[src/rtl/fetch_sequencer_pkg.sv]
// Shared types for the fetch path: the machine word and the fetch sequencer
// state/increment definitions.
package cpu_types_pkg;
    typedef logic [31:0] word_t;
endpackage

package fetch_pkg;
    import cpu_types_pkg::*;

    typedef enum logic [1:0] {
        FETCH  = 2'd0,
        SQUASH = 2'd1,
        HALTED = 2'd2
    } fetch_state_t;

    localparam word_t PC_INC = 32'd4;
endpackage

[src/rtl/fetch_sequencer_sat_counter.sv]
// Saturating up-counter with asynchronous active-low clear.
module sat_counter #(
    parameter int unsigned W = 32
) (
    input  logic         i_clk,
    input  logic         i_rst_n,
    input  logic         i_inc,
    output logic [W-1:0] o_cnt
);
    localparam logic [W-1:0] ONE = 1;

    logic [W-1:0] r_cnt;

    always_ff @(posedge i_clk or negedge i_rst_n) begin
        if (!i_rst_n)
            r_cnt <= '0;
        else if (i_inc && (r_cnt != '1))
            r_cnt <= r_cnt + ONE;
    end

    assign o_cnt = r_cnt;
endmodule

[src/rtl/fetch_sequencer.sv]
// PC / imem-read controller: sequential advance, stall hold, branch redirect
// (including a redirect landing on an outstanding miss), and halt parking.
module fetch_sequencer
    import cpu_types_pkg::*;
    import fetch_pkg::*;
#(
    parameter word_t       PC_INC = fetch_pkg::PC_INC,
    parameter int unsigned CNT_W  = 32
) (
    input  logic             CLK,
    input  logic             nRST,
    input  logic             ihit,
    input  logic [31:0]      imemaddr,
    input  logic             stall,
    input  logic             redirect,
    input  logic [31:0]      redirect_target,
    input  logic             halt,
    output logic [31:0]      next_pc,
    output logic             enable_pc,
    output logic             iREN,
    output logic             ifid_write,
    output logic             ifid_flush,
    output logic [1:0]       fetch_state,
    output logic [CNT_W-1:0] fetch_cnt,
    output logic [CNT_W-1:0] squash_cnt
);
    fetch_state_t r_state;
    fetch_state_t w_next_state;
    word_t        r_pend_tgt;
    logic         w_pend_load;
    logic         w_fetch_inc;
    logic         w_squash_inc;
    logic         w_flush;
    logic         w_write;

    always_ff @(posedge CLK or negedge nRST) begin
        if (!nRST) begin
            r_state    <= FETCH;
            r_pend_tgt <= '0;
        end else begin
            r_state <= w_next_state;
            if (w_pend_load)
                r_pend_tgt <= redirect_target;
        end
    end

    always_comb begin
        w_next_state = r_state;
        next_pc      = imemaddr;
        enable_pc    = 1'b0;
        iREN         = 1'b1;
        w_write      = 1'b0;
        w_flush      = 1'b0;
        w_pend_load  = 1'b0;
        w_fetch_inc  = 1'b0;
        w_squash_inc = 1'b0;

        case (r_state)
            FETCH: begin
                if (redirect) begin
                    w_flush = 1'b1;
                    if (ihit) begin
                        next_pc      = redirect_target;
                        enable_pc    = 1'b1;
                        w_squash_inc = 1'b1;
                    end else begin
                        w_pend_load  = 1'b1;
                        w_next_state = SQUASH;
                    end
                end else if (!stall) begin
                    if (ihit) begin
                        next_pc     = imemaddr + PC_INC;
                        enable_pc   = 1'b1;
                        w_write     = 1'b1;
                        w_fetch_inc = 1'b1;
                    end else begin
                        w_flush = 1'b1;
                    end
                end
            end
            SQUASH: begin
                // The miss in flight is wrong-path; a redirect arriving now is
                // younger than the pending one, so it replaces the target.
                w_flush = 1'b1;
                if (redirect)
                    w_pend_load = 1'b1;
                if (ihit) begin
                    next_pc      = redirect ? redirect_target : r_pend_tgt;
                    enable_pc    = 1'b1;
                    w_squash_inc = 1'b1;
                    w_next_state = FETCH;
                end
            end
            HALTED: begin
                iREN    = 1'b0;
                w_flush = 1'b1;
            end
            default: w_next_state = FETCH;
        endcase

        if (halt) begin
            w_next_state = HALTED;
            next_pc      = imemaddr;
            enable_pc    = 1'b0;
            w_write      = 1'b0;
            w_flush      = 1'b1;
            w_pend_load  = 1'b0;
            w_fetch_inc  = 1'b0;
            w_squash_inc = 1'b0;
        end
    end

    // IF/ID controls stay quiet while the core is held in reset.
    assign ifid_write  = w_write & nRST;
    assign ifid_flush  = w_flush & nRST;
    assign fetch_state = r_state;

    sat_counter #(.W(CNT_W)) u_fetch_cnt (
        .i_clk   (CLK),
        .i_rst_n (nRST),
        .i_inc   (w_fetch_inc),
        .o_cnt   (fetch_cnt)
    );

    sat_counter #(.W(CNT_W)) u_squash_cnt (
        .i_clk   (CLK),
        .i_rst_n (nRST),
        .i_inc   (w_squash_inc),
        .o_cnt   (squash_cnt)
    );
endmodule

[config.mk]
export PLATFORM = sky130hd
export DESIGN_NAME = fetch_sequencer
export DESIGN_NICKNAME = d
export VERILOG_FILES = /design/src/rtl/fetch_sequencer_pkg.sv /design/src/rtl/fetch_sequencer_sat_counter.sv /design/src/rtl/fetch_sequencer.sv
export SDC_FILE = /design/constraint.sdc
export NUM_CORES = 1
export LEC_CHECK = 0
export CORE_ASPECT_RATIO = 0.6
export CORE_UTILIZATION = 53
export DETAILED_ROUTE_END_ITERATION = 8
export DONT_BUFFER_PORTS = 1
export GPL_ROUTABILITY_DRIVEN = 1
export PLACE_DENSITY = 0.75
export SYNTH_ARGS = -nofsm -noshare
export SYNTH_HDL_FRONTEND = slang
export SYNTH_SLANG_ARGS = --single-unit
[constraint.sdc]
create_clock -name CLK -period 2.52 [get_ports CLK]
set_clock_uncertainty 0.15 [all_clocks]
set_input_delay 0.252 -clock CLK [delete_from_list [all_inputs] [get_ports CLK]]
set_output_delay 0.252 -clock CLK [all_outputs]
set_load 0.02 [all_outputs]
==> run_results.csv, run 1 <==
group,metric,value,unit
sta,fin_hold_ws,-0.558,ns
worst_setup_path,arrival,2.22,ns
clock_tree,cts_tree,"built",
routing,vias_per_cell,6.60,
yosys,synth.area.top_cells,"dfrtp_1, mux2_2, xnor2_1",
flow_run,cap_violations,0,
global_route,overflow,0,
sta,relSlewSlack,65.4,%
die,die_area,0.0134,mm²
power_and_ir_drop,p_switching,1490,µW
worst_setup_path,reg2regPathDepth,8,
yosys,synthCells,791,
power_and_ir_drop,p_int,3200,µW
yosys,synth-edff-count,0,
place,routabilityCongestion,0.921,
place,dpl.hpwl,15800,µm
routing,drc_errors,0,
yosys,synth_fp_nets,868,
die,placementRows,31,
worst_setup_path,required,2.12,ns
routing,wire_per_inst,21.8,µm
power_and_ir_drop,pwr-share-clk,29.8,%
sta,min_period,2.62,ns
power_and_ir_drop,p_seq_share,44.5,%
place,placed_cells,1003,
worst_setup_path,path_max_fanout,5,
worst_setup_path,slowest_stage,"or4_1",
status,status,"finished, violations left",
die,dieWidth,149,µm
yosys,synth_area_per_cell,8.67,µm²
place,port-buffer-count,0,
sta,period_share,104,%
final_layout,syn_to_final_growth,26.6,%
die,boundaryPins,172,
clock_tree,cts_root_buffer,"clkbuf_16",
worst_setup_path,endpoint,"next_pc[30]",
power_and_ir_drop,peakVddDrop,403,µV
clock_tree,ctsHtreeMaxLevel,3,
yosys,synth-seq-cells,98,
yosys,yosys.area.top_type_share,35.8,%
final_layout,fin_util,70.4,%
power_and_ir_drop,p_leak,0.00381,µW
final_layout,fillerInstances,891,
sta,slew_viol_final,0,
clock_tree,clkSlewWorstSetupHoldPaths,0.07,ns
yosys,synth_top_flop_cell,"dfrtp_1",
routing,routed_wl,23300,µm
yosys,synthArstFlopShare,100,%
die,die_h,90.1,µm
yosys,yosys.area.top_type,"dfrtp_1",
clock_tree,clk_latency,0.35,ns
worst_setup_path,cp-end-kind,"primary output",
power_and_ir_drop,combPwrFrac,25.7,%
routing,firstDrtPassIters,9,
die,initial_core_util,55.6,%
sta,fmax,0.382,GHz
global_route,grt.total_usage,34.0,%
sta,setup_ws,-0.0971,ns
routing,vias,7058,
final_layout,stdcell_count,1070,
global_route,grt_pass1_wl,35700,µm
sta,grt_setup_unrepaired,"true",
place,preCtsSetupSlack,-0.0229,ns
power_and_ir_drop,powerDensity,540,mW/mm²
clock_tree,cts_buffers,9,
sta,hold_viol,98,
min_path,hp-class,"primary input to async pin",
status,violations,"hold timing, setup timing",
sta,tightest_slew,0.515,ns
sta,setup_viol,8,
final_layout,finalNetCount,977,
worst_setup_path,critPathLaunch,"fetch_state[1]$_DFFE_PN0P_",
clock_tree,cts.sinks,98,
yosys,syn_area,0.00686,mm²
worst_setup_path,crit_type,"flop to primary output",
worst_setup_path,path_cells,"inv_2, ha_4, nand2b_4, buf_6, a211oi_2, nor2_1, or4_1, o211ai_1, buf_4",
yosys,yosysWarningCount,0,
worst_setup_path,r2r_slack,0.05,ns
routing,final_antenna_net_count,0,
global_route,grt_pass1_vias,6808,
worst_setup_path,r2r_end,"u_fetch_cnt.o_cnt[9]$_DFFE_PN0P_",
die,core_area,0.0123,mm²
clock_tree,clk_path_buf_depth,2,
worst_setup_path,cp-start-kind,"flop",
yosys,ys_types,65,
final_layout,drive_above_1_share,24.0,%
clock_tree,ctsHoldBuffers,33,
routing,drt-initial-drc-count,738,
global_route,antenna_found_initial,0,
final_layout,antenna-diode-count,0,
global_route,grt_max_degree,101,
yosys,ys_seq_area_share,35.8,%
worst_setup_path,crit-reg2reg-launch,"fetch_state[0]$_DFFE_PN0P_",
power_and_ir_drop,swShare,31.7,%
worst_setup_path,max_stage_delay,0.43,ns
==> what timing repair did <==
action / in CTS / in global routing
endpoints found under the setup margin: 29 / 41
pin swaps: 6 / 22
endpoints found under the hold margin: 132 / 98
setup buffers: 10 / 8
cloned: 0 / 1
gates resized for setup: 36 / 45
==> how the worst min path moves through the flow <==
stage | end
CTS | r_pend_tgt[7]$_DFFE_PN0P_
global placement | r_pend_tgt[7]$_DFFE_PN0P_
floorplan | fetch_state[0]$_DFFE_PN0P_
finish | r_pend_tgt[7]$_DFFE_PN0P_
detailed placement | r_pend_tgt[7]$_DFFE_PN0P_
global route | u_fetch_cnt.o_cnt[26]$_DFFE_PN0P_
==> power groups by stage <==
stage	Sequential [µW]	Clock, µW	Combinational (µW)
after floorplan	2060	0	790
after global placement	2080	0	960
after detailed placement	2110	0	1010
after CTS	2080	1420	1120
after global routing	2110	1480	1290
final	2090	1400	1200
==> through the flow <==
| step | setup TNS (ns) | cell area, µm² | power [µW] |
|---|---|---|---|
| 2_1_floorplan | 0 | 6870 | 2850 |
| 3_3_place_gp | 0 | 7620 | 3040 |
| 3_5_place_dp | -0.0229 | 7620 | 3120 |
| 4_1_cts | -0.319 | 8440 | 4620 |
| 5_1_grt | -1.46 | 8690 | 4880 |
| 6_report | -0.315 | 8690 | 4690 |
==> routing by layer <==
layer	vias up	global-route usage, %	share of wire (%)
met4	0	11.2	2.6
met2	503	51.0	44
li1	3127	-	-
met5	-	0	0
met1	3361	45.3	41
met3	67	12.2	13
==> registers in the layout, indices dropped and copies added (netlist names) <==
name                cells
u_squash_cnt.o_cnt     32
fetch_state             2
u_fetch_cnt.o_cnt      32
r_pend_tgt             32
==> critical path: cells and delay by family, from the launching register on <==
kind | cells | cell delay [ns]
buf+inv | 3 | 0.43
fa+ha+maj | 1 | 0.18
flops | 1 | 0.39
simple gates | 3 | 0.59
compound gates | 2 | 0.28
==> synth_stat cells, drive strengths merged (3+ instances only) <==
cell / n
dfrtp: 98
nand2: 85
nor2: 45
nand4: 44
xnor2: 43
mux2: 39
nand3: 39
a21oi: 36
clkbuf: 35
o21ai: 29
xor2: 26
nor3: 25
mux2i: 24
and3: 23
inv: 20
nand2b: 15
buf: 13
nor4: 13
a31oi: 12
a221oi: 9
and2: 9
and4: 7
ha: 7
or3: 7
or4: 7
o211ai: 6
a211oi: 5
a221o: 5
o2bb2ai: 5
a21boi: 4
o21bai: 4
o221ai: 4
a21o: 3
a22oi: 3
a32oi: 3
nand3b: 3
nor2b: 3
o21a: 3
o22ai: 3
o31ai: 3
==> cell type report <==
class | count | area, µm² | area share [%]
Multi-Input combinational cell | 625 | 4400 | 50.7
Sequential cell | 98 | 2450 | 28.2
Timing Repair Buffer | 146 | 1250 | 14.4
Clock buffer | 10 | 239 | 2.75
Tap cell | 165 | 206 | 2.38
Inverter | 20 | 75.1 | 0.864
Clock inverter | 6 | 53.8 | 0.619
==> cells in the final DEF, fill, tap and decap left out, types with 6 or more instances in the layout <==
cell type      count
nand2b_1          13
nand4_1           44
dfrtp_1           98
a31oi_1           10
xor2_1            26
nor3_1            21
xnor2_1           43
and2_1             8
a221oi_1           6
nor4_1            11
mux2_2            38
and4_1             7
inv_1             17
o21ai_1           10
o21ai_0           14
nand2_1           84
nand3_1           36
and3_1            21
o211ai_1           6
mux2i_1           24
a21oi_1           35
nor2_1            43
clkbuf_16         10
dlygate4sd3_1     33
or3_1              7
buf_6              9
buf_4            101
==> cell families after synthesis <==
group	after synthesis	share of synthesized area, %
AND/OR/NAND/NOR	337	25.9
AO/OA/AOI/OAI	149	14.6
flip-flops	98	35.8
XOR/XNOR	69	8.81
buffers and inverters	68	3.81
multiplexers	63	9.91
adder cells (fa/ha/maj)	7	1.28
No activity file was read; power rests on OpenSTA's default activity.
==> inputs of run 2 (changes only) <==
SKIP_CTS_REPAIR_TIMING = 1   (was not set)
==> run_results.csv, run 2 (synthesized netlist as in run 1, its figures left out) <==
group,metric,value,unit
place,placed_cells,1003,
die,placementRows,31,
sta,min_period,2.62,ns
routing,vias_per_cell,6.51,
die,boundaryPins,172,
routing,final_antenna_net_count,0,
die,core_area,0.0123,mm²
final_layout,finalNetCount,972,
place,placed_area,0.00762,mm²
final_layout,fillerInstances,926,
routing,wire_per_inst,21.5,µm
place,routabilityCongestion,0.921,
final_layout,seq_area,0.00245,mm²
worst_setup_path,path_cells,"inv_2, ha_4, nand2b_4, buf_8, a211oi_2, nor2_1, or4_1, o211ai_1, buf_4",
global_route,overflow,0,
worst_setup_path,max_stage_delay,0.42,ns
final_layout,antenna-diode-count,0,
clock_tree,clk_path_buf_depth,2,
routing,routed_wl,22900,µm
routing,vias,6931,
power_and_ir_drop,peakVddDrop,416,µV
clock_tree,clkSlewWorstSetupHoldPaths,0.07,ns
global_route,grt_max_degree,101,
sta,grt_setup_unrepaired,"true",
sta,fmax,0.382,GHz
clock_tree,clk_latency,0.35,ns
die,die_area,0.0134,mm²
worst_setup_path,endpoint,"next_pc[30]",
routing,firstDrtPassIters,5,
sta,hold_viol,98,
global_route,grt_pass1_wl,34300,µm
global_route,grt.total_usage,32.6,%
worst_setup_path,slowest_stage,"or4_1",
final_layout,syn_to_final_growth,25.2,%
worst_setup_path,arrival,2.22,ns
status,status,"finished, violations left",
sta,tightest_slew,0.530,ns
final_layout,final_cell_area,0.00859,mm²
routing,drt-initial-drc-count,624,
final_layout,stdcell_count,1065,
clock_tree,ctsHtreeMaxLevel,3,
die,dieWidth,149,µm
worst_setup_path,crit_family,"simple AND/OR/NAND/NOR gates",
sta,fin_hold_ws,-0.560,ns
worst_setup_path,r2r_end,"u_squash_cnt.o_cnt[27]$_DFFE_PN0P_",
power_and_ir_drop,p_leak,0.00377,µW
sta,period_share,104,%
place,preCtsSetupSlack,-0.0229,ns
clock_tree,cts_root_buffer,"clkbuf_16",
clock_tree,cts_tree,"built",
global_route,grt_pass1_vias,6486,
worst_setup_path,r2r_slack,0.08,ns
sta,setup_viol,11,
routing,drc_errors,0,
place,dpl.hpwl,15800,µm
worst_setup_path,crit_cells,9,
die,die_h,90.1,µm
final_layout,final_common_cell,"buf_4",
status,violations,"hold timing, setup timing",
power_and_ir_drop,powerDensity,540,mW/mm²
final_layout,drive_above_1_share,22.6,%
worst_setup_path,cp-start-kind,"flop",
worst_setup_path,crit_type,"flop to primary output",
sta,relSlewSlack,64.4,%
worst_setup_path,cp-end-kind,"primary output",
min_path,hp-class,"primary input to async pin",
clock_tree,cts_buffers,9,
sta,slew_viol_final,0,
worst_setup_path,required,2.12,ns
worst_setup_path,crit-reg2reg-launch,"fetch_state[1]$_DFFE_PN0P_",
global_route,antenna_found_initial,0,
final_layout,final_cell_mix,"buf_4, dfrtp_1, nand2_1",
clock_tree,cts.sinks,98,
worst_setup_path,cp.buffers_inverters,3,
flow_run,cap_violations,0,
final_layout,multiInputGateArea,0.00437,mm²
sta,setup_ws,-0.0992,ns
worst_setup_path,path_max_fanout,5,
worst_setup_path,reg2regPathDepth,9,
worst_setup_path,critPathLaunch,"fetch_state[1]$_DFFE_PN0P_",
place,port-buffer-count,0,
die,initial_core_util,55.6,%
==> run 2: worst min-delay path by stage <==
stage               from                           endpoint  slack, ns
floorplan           nRST         fetch_state[0]$_DFFE_PN0P_      -0.19
global placement    nRST          r_pend_tgt[7]$_DFFE_PN0P_      -0.19
detailed placement  nRST          r_pend_tgt[7]$_DFFE_PN0P_      -0.19
CTS                 nRST          r_pend_tgt[7]$_DFFE_PN0P_      -0.57
global route        nRST  u_fetch_cnt.o_cnt[13]$_DFFE_PN0P_      -0.58
finish              nRST          r_pend_tgt[7]$_DFFE_PN0P_      -0.56
==> run 2: final cells by class <==
cell class	count	area share, %
Clock buffer	10	2.78
Inverter	20	0.874
Sequential cell	98	28.6
Timing Repair Buffer	141	13.9
Tap cell	165	2.40
Clock inverter	6	0.627
Multi-Input combinational cell	625	50.9
==> run 2: where the power goes <==
part	internal [µW]	total (µW)	switching, µW	leakage, µW
Sequential	1860	2090	230	0.00131
Clock	720	1400	680	0.000142
Combinational	586	1150	563	0.00232
Total	3170	4640	1470	0.00377
==> run 2: stage by stage <==
stage	utilization (%)	total power, µW	setup TNS, ns
6_report	69.6	4640	-0.524
3_5_place_dp	61.8	3120	-0.0229
5_1_grt	69.6	4840	-1.88
4_1_cts	64.1	4510	-3.52
3_3_place_gp	61.8	3040	0
2_1_floorplan	-	2850	0
==> run 2: routing by layer <==
| layer | up-vias | wire [µm] | global-route usage (%) |
|---|---|---|---|
| li1 | 3116 | - | - |
| met1 | 3346 | 9380 | 43.4 |
| met2 | 415 | 10100 | 48.9 |
| met3 | 54 | 2840 | 12.8 |
| met4 | 0 | 517 | 9.18 |
| met5 | - | 0 | 0 |
